`src/rtl/uart_pkg.sv`:
```
// uart_pkg: types shared by the UART transmit and receive cores.
// Rev 1.0
`default_nettype none

package uart_pkg;

  typedef enum logic [1:0] {
    PAR_NONE = 2'b00,
    PAR_EVEN = 2'b01,
    PAR_ODD  = 2'b10
  } parity_t;

  typedef enum logic [2:0] {
    S_IDLE   = 3'd0,
    S_START  = 3'd1,
    S_DATA   = 3'd2,
    S_PARITY = 3'd3,
    S_STOP   = 3'd4
  } tx_state_t;

  // The reserved encoding 2'b11 falls back to no parity.
  function automatic parity_t decode_parity(input logic [1:0] cfg);
    case (cfg)
      2'b01:   return PAR_EVEN;
      2'b10:   return PAR_ODD;
      default: return PAR_NONE;
    endcase
  endfunction

endpackage

`default_nettype wire

```
`src/rtl/uart_sync_fifo.sv`:
```
// uart_sync_fifo: synchronous FIFO with a registered head word (no fall-through).
// Rev 1.0
`default_nettype none

module uart_sync_fifo #(
  parameter int WIDTH = 8,
  parameter int DEPTH = 16
) (
  input  logic                     clk,
  input  logic                     rst_n,
  input  logic                     push,
  input  logic                     pop,
  input  logic [WIDTH-1:0]         din,
  output logic [WIDTH-1:0]         dout,
  output logic                     full,
  output logic                     empty,
  output logic [$clog2(DEPTH):0]   level
);

  localparam int AW = $clog2(DEPTH);

  logic [WIDTH-1:0] mem [DEPTH];
  logic [AW-1:0]    wr_ptr;
  logic [AW-1:0]    rd_ptr;
  logic [AW-1:0]    next_rd;
  logic [AW:0]      count;
  logic             do_push;
  logic             do_pop;

  assign full    = (count == (AW+1)'(DEPTH));
  assign empty   = (count == '0);
  assign level   = count;
  assign do_push = push && !full;
  assign do_pop  = pop && !empty;
  assign next_rd = rd_ptr + 1'b1;

  always_ff @(posedge clk) begin
    if (do_push) mem[wr_ptr] <= din;
  end

  always_ff @(posedge clk or negedge rst_n) begin
    if (!rst_n) begin
      wr_ptr <= '0;
      rd_ptr <= '0;
      count  <= '0;
      dout   <= '0;
    end else begin
      if (do_push) wr_ptr <= wr_ptr + 1'b1;
      if (do_pop)  rd_ptr <= next_rd;
      case ({do_push, do_pop})
        2'b10:   count <= count + 1'b1;
        2'b01:   count <= count - 1'b1;
        default: count <= count;
      endcase
      // Head register tracks the oldest entry; an incoming word only lands
      // here when it becomes the oldest one.
      if (do_pop && (count > (AW+1)'(1)))
        dout <= mem[next_rd];
      else if (do_push && ((count == '0) || (do_pop && (count == (AW+1)'(1)))))
        dout <= din;
    end
  end

endmodule

`default_nettype wire

```
`src/rtl/uart_tx_core.sv`:
```
// uart_tx_core: buffered UART transmitter with configurable width, parity and stop bits.
// Rev 1.0
`default_nettype none

module uart_tx_core
  import uart_pkg::*;
#(
  parameter int CLK_FREQ   = 50_000_000,
  parameter int BAUD_RATE  = 115200,
  parameter int DATA_BITS  = 8,
  parameter int FIFO_DEPTH = 16
) (
  input  logic                          clk,
  input  logic                          rst_n,
  input  logic                          tx_valid,
  input  logic [DATA_BITS-1:0]          tx_data,
  output logic                          tx_ready,
  input  logic [1:0]                    cfg_parity,
  input  logic                          cfg_two_stop,
  output logic                          tx,
  output logic                          tx_busy,
  output logic                          tx_done,
  output logic [$clog2(FIFO_DEPTH):0]   fifo_level
);

  localparam int BIT_PERIOD = CLK_FREQ / BAUD_RATE;
  localparam int CNT_W      = $clog2(BIT_PERIOD);
  localparam int IDX_W      = $clog2(DATA_BITS);
  localparam logic [CNT_W-1:0] CNT_LAST = CNT_W'(BIT_PERIOD - 1);
  localparam logic [IDX_W-1:0] IDX_LAST = IDX_W'(DATA_BITS - 1);

  tx_state_t            state;
  logic [CNT_W-1:0]     baud_cnt;
  logic [IDX_W-1:0]     bit_index;
  logic [IDX_W-1:0]     next_index;
  logic [DATA_BITS-1:0] shift_reg;
  logic [DATA_BITS-1:0] fifo_dout;
  parity_t              par_mode;
  parity_t              cfg_mode;
  logic                 par_bit;
  logic                 next_par_bit;
  logic                 two_stop;
  logic                 stop_second;
  logic                 fifo_full;
  logic                 fifo_empty;
  logic                 baud_last;
  logic                 stop_last;
  logic                 frame_end;
  logic                 frame_start;

  uart_sync_fifo #(
    .WIDTH (DATA_BITS),
    .DEPTH (FIFO_DEPTH)
  ) u_fifo (
    .clk   (clk),
    .rst_n (rst_n),
    .push  (tx_valid),
    .pop   (frame_start),
    .din   (tx_data),
    .dout  (fifo_dout),
    .full  (fifo_full),
    .empty (fifo_empty),
    .level (fifo_level)
  );

  assign tx_ready     = !fifo_full;
  assign baud_last    = (baud_cnt == CNT_LAST);
  assign stop_last    = !two_stop || stop_second;
  assign frame_end    = (state == S_STOP) && baud_last && stop_last;
  // A new frame can start from idle or directly out of the final stop cycle.
  assign frame_start  = !fifo_empty && ((state == S_IDLE) || frame_end);
  assign cfg_mode     = decode_parity(cfg_parity);
  assign next_par_bit = (cfg_mode == PAR_ODD) ? ~^fifo_dout : ^fifo_dout;
  assign next_index   = bit_index + 1'b1;

  always_ff @(posedge clk or negedge rst_n) begin
    if (!rst_n) begin
      state       <= S_IDLE;
      baud_cnt    <= '0;
      bit_index   <= '0;
      shift_reg   <= '0;
      par_mode    <= PAR_NONE;
      par_bit     <= 1'b0;
      two_stop    <= 1'b0;
      stop_second <= 1'b0;
      tx          <= 1'b1;
      tx_busy     <= 1'b0;
      tx_done     <= 1'b0;
    end else begin
      tx_done <= frame_end;
      if (frame_start) begin
        shift_reg   <= fifo_dout;
        par_mode    <= cfg_mode;
        par_bit     <= next_par_bit;
        two_stop    <= cfg_two_stop;
        stop_second <= 1'b0;
        baud_cnt    <= '0;
        state       <= S_START;
        tx          <= 1'b0;
        tx_busy     <= 1'b1;
      end else begin
        if (state != S_IDLE)
          baud_cnt <= baud_last ? '0 : baud_cnt + 1'b1;
        unique case (state)
          S_IDLE: begin
            tx       <= 1'b1;
            tx_busy  <= 1'b0;
            baud_cnt <= '0;
          end
          S_START: begin
            if (baud_last) begin
              state     <= S_DATA;
              bit_index <= '0;
              tx        <= shift_reg[0];
            end
          end
          S_DATA: begin
            if (baud_last) begin
              if (bit_index == IDX_LAST) begin
                if (par_mode != PAR_NONE) begin
                  state <= S_PARITY;
                  tx    <= par_bit;
                end else begin
                  state       <= S_STOP;
                  tx          <= 1'b1;
                  stop_second <= 1'b0;
                end
              end else begin
                bit_index <= next_index;
                tx        <= shift_reg[next_index];
              end
            end
          end
          S_PARITY: begin
            if (baud_last) begin
              state       <= S_STOP;
              tx          <= 1'b1;
              stop_second <= 1'b0;
            end
          end
          S_STOP: begin
            if (baud_last) begin
              if (!stop_last) begin
                stop_second <= 1'b1;
              end else begin
                state   <= S_IDLE;
                tx_busy <= 1'b0;
              end
            end
          end
          default: begin
            state   <= S_IDLE;
            tx      <= 1'b1;
            tx_busy <= 1'b0;
          end
        endcase
      end
    end
  end

endmodule

`default_nettype wire

```
`config.mk`:
```
export PLATFORM = sky130hd
export DESIGN_NAME = uart_tx_core
export DESIGN_NICKNAME = d
export VERILOG_FILES = /design/src/rtl/uart_pkg.sv /design/src/rtl/uart_sync_fifo.sv /design/src/rtl/uart_tx_core.sv
export SDC_FILE = /design/constraint.sdc
export NUM_CORES = 1
export LEC_CHECK = 0
export BUFFER_PORTS_ARGS = -buffer_cell sky130_fd_sc_hd__buf_2
export CAP_MARGIN = 20
export CORE_MARGIN = 3
export CORE_UTILIZATION = 30
export CTS_BUF_LIST = sky130_fd_sc_hd__clkbuf_8 sky130_fd_sc_hd__clkbuf_16
export DETAILED_ROUTE_END_ITERATION = 10
export GPL_TIMING_DRIVEN = 1
export PLACE_DENSITY = 0.47
export SETUP_SLACK_MARGIN = 0.02
export SLEW_MARGIN = 0
export SYNTH_ARGS = -nofsm -noshare
export SYNTH_HDL_FRONTEND = slang
export SYNTH_SLANG_ARGS = --single-unit
```
`constraint.sdc`:
```
create_clock -name clk -period 3.6 [get_ports clk]
set_input_delay 0.72 -clock clk [delete_from_list [all_inputs] [get_ports clk]]
set_output_delay 0.72 -clock clk [all_outputs]
set_load 0.005 [all_outputs]
```
==> results.py <==
metrics = {
    "grt": {
        "grtUsageTotal_pct": 13.4,
        "grt_pass1_wl_microns": 29100,
        "antenna_found_initial": 0,
        "overflow": 0,
        "first_global_vias": 4899,
        "grt_max_degree": 39,
    },
    "cts": {
        "cts-root-buf": "clkbuf_16",
        "post_cts_buffers": 0,
        "numCtsBuffers": 17,
        "clk_pin_slew_ns": 0.08,
        "clock_sinks": 180,
        "cts_hold_repair.buffers": 0,
        "worstSkewPairLatency_ns": 0.43,
        "cts_buffer_depth": 2,
        "cts_htree_levels": 4,
        "cts_resized": 0,
        "cts_tree": "yes",
    },
    "cells_and_area": {
        "final_cell_mix": "edfxtp_1, nand2_1, dfrtp_1",
        "final_common_cell": "edfxtp_1",
        "nFillCells": 2478,
        "regMostFlops": "u_fifo.mem",
        "largest_reg_flops": 128,
        "antenna_cells": 0,
        "top_regs": "u_fifo.mem: 128 flops, baud_cnt: 9 flops",
        "fin_util_pct": 35.3,
        "multi_input_area_sq_um": 2560,
        "fin_nets": 663,
        "seqCellArea_sq_um": 5150,
        "syn2layout_area_growth_pct": 13.8,
        "drive_gt1_share_pct": 13.3,
    },
    "die": {
        "fp.dieH_microns": 168,
        "pin_count": 23,
        "die_w_microns": 168,
        "coreArea_sq_um": 25500,
        "start_util_pct": 31.0,
        "rows": 58,
        "dieArea_sq_um": 28400,
    },
    "critical_path": {
        "crit_path_start_kind": "flop",
        "critPathKind": "reg2reg",
        "cp_max_fo": 8,
        "cp.required_ns": 3.70,
        "arrival_ns": 2.97,
        "end_kind": "flop",
        "r2r_setup_slack_ns": 0.73,
    },
    "yosys": {
        "ys_types": 52,
        "syn-num-nets": 639,
        "synthCells": 611,
        "ys_ff_latch": 180,
        "avgSynthCellArea_sq_um": 13.0,
        "synth_ff_type": "edfxtp_1",
        "synthArstFlopShare_pct": 28.9,
        "synth_enable_flop_cells": 128,
        "synth_area_sq_um": 7920,
        "ys_seq_area_share_pct": 65.0,
        "yosysWarnings": 0,
    },
    "power": {
        "peakVddDrop_uv": 364,
        "power_leakage_nw": 3.29,
        "power_density_nw_per_um2": 823,
    },
    "sta": {
        "finalHoldViolCount": 0,
        "rsz0062_at_grt": "no",
        "fin_skew_ns": 0.0122,
        "tns_ns": 0,
        "final-setup-viol-count": 0,
        "fmax_mhz": 349,
        "worst_pin_slew_ns": 0.897,
        "relSlewSlack_pct": 40.1,
        "drv_slew": 0,
        "finalCritPeriodShare_pct": 79.7,
        "min_period_ns": 2.87,
    },
    "route": {
        "drc_errors": 0,
        "dr.pass1.iters": 5,
        "ant_nets": 0,
        "vias": 4906,
        "routed_wl_microns": 18700,
        "drt-wirelength-per-cell_microns": 19.1,
        "drt_iter0_markers": 363,
        "routed_via_density": 5.02,
    },
    "status": {
        "status": "complete, no violations",
    },
    "place": {
        "hpwlAfterDp_microns": 12700,
        "io_buffers": 22,
        "gp_congestion": 0.871,
    },
    "worst_hold_path": {
        "hp-class": "in2async",
    },
    "run": {
        "maxCapViolations": 0,
    },
}
[cell families (layout without fill, tap and decap cells)]
logic type | after synthesis | in the layout | share of synthesized area (%)
compound gates | 95 | 95 | 8.41
buf+inv | 46 | 83 | 2.97
fa+ha+maj | 14 | 14 | 2.21
simple gates | 212 | 212 | 13.4
xor+xnor | 27 | 27 | 2.99
flops | 180 | 180 | 65.0
mux | 37 | 37 | 5.03
[cell type report]
class	instances	area share, %
clock inverter	15	2.14
timing repair buffer	36	2.39
multi-input combinational	385	28.5
tap	330	4.58
sequential	180	57.1
inverter	15	0.625
clock buffer	17	4.72
[per-layer routing]
metal	GRT usage, %	wire length (microns)
met5	0	0
met4	4.62	469
met3	3.13	716
met2	20.5	8530
met1	18.9	8960
[Yosys cell counts (all sizes together) (2+ instances only)]
| master | number | share of area (%) |
|---|---|---|
| mux4 | 2 | 0.57 |
| a21oi | 19 | 1.2 |
| a32oi | 8 | 0.88 |
| nand2b | 2 | 0.16 |
| nand3b | 2 | 0.19 |
| a22o | 2 | 0.22 |
| mux2i | 33 | 4.2 |
| a31oi | 16 | 1.3 |
| a21o | 2 | 0.19 |
| nand2 | 82 | 4.0 |
| a22oi | 10 | 0.95 |
| nand4 | 11 | 0.87 |
| nor4 | 4 | 0.32 |
| nor3b | 4 | 0.44 |
| o21ai | 17 | 1.1 |
| nor2b | 22 | 1.7 |
| xor2 | 7 | 0.77 |
| mux2 | 2 | 0.28 |
| nor3 | 4 | 0.25 |
| or3 | 4 | 0.32 |
| nand3 | 33 | 2.1 |
| nand4b | 2 | 0.22 |
| ha | 14 | 2.2 |
| dfrtp | 51 | 16 |
| clkbuf | 8 | 0.40 |
| inv | 15 | 0.71 |
| edfxtp | 128 | 49 |
| buf | 23 | 1.9 |
| and2 | 11 | 0.87 |
| a2111oi | 17 | 2.0 |
| nor2 | 25 | 1.2 |
| xnor2 | 20 | 2.2 |
[per-stage QoR]
step / total power [mW] / std cells / hold slack, ns / setup slack (ns) / area, sq um
floorplan: 4.73 / 611 / 0.424 / 1.13 / 7920
global placement: 5.50 / 946 / 0.464 / 0.895 / 8400
detailed placement: 5.54 / 946 / 0.461 / 0.757 / 8400
CTS: 7.48 / 978 / 0.361 / 0.732 / 9010
global route: 7.87 / 978 / 0.398 / 0.542 / 9010
finish: 7.41 / 978 / 0.344 / 0.732 / 9010
[worst paths after layout]
kind                                        startpoint                      endpoint  depth (start not counted)
max in group asynchronous                        rst_n    u_fifo.dout[3]$_DFFE_PN0P_                          2
max reg2reg                u_fifo.level[0]$_DFFE_PN0P_   u_fifo.mem[11][0]$_DFFE_PP_                          7
min in group clk              shift_reg[1]$_DFFE_PN0N_      shift_reg[1]$_DFFE_PN0N_                          2
max                        u_fifo.level[0]$_DFFE_PN0P_   u_fifo.mem[11][0]$_DFFE_PP_                          7
min                                              rst_n  u_fifo.rd_ptr[2]$_DFFE_PN0P_                          1
min reg2reg                   shift_reg[1]$_DFFE_PN0N_      shift_reg[1]$_DFFE_PN0N_                          2
[where the power goes]
group | switching [mW] | leakage [nW] | internal (mW) | total, mW
sequential | 0.274 | 1.80 | 2.59 | 2.86
combinational | 1.66 | 1.18 | 0.977 | 2.64
clock | 0.903 | 0.304 | 1.01 | 1.92
total | 2.84 | 3.29 | 4.58 | 7.41
[critical path: stages (launching register included)]
cell and delay, ns:
dfrtp_1 0.50, inv_1 0.10, ha_1 0.25, nand3_1 0.12, and2_1 0.33, inv_2 0.16
nor3b_1 0.62, and2_1 0.45
(Power assumes the default switching activity.)
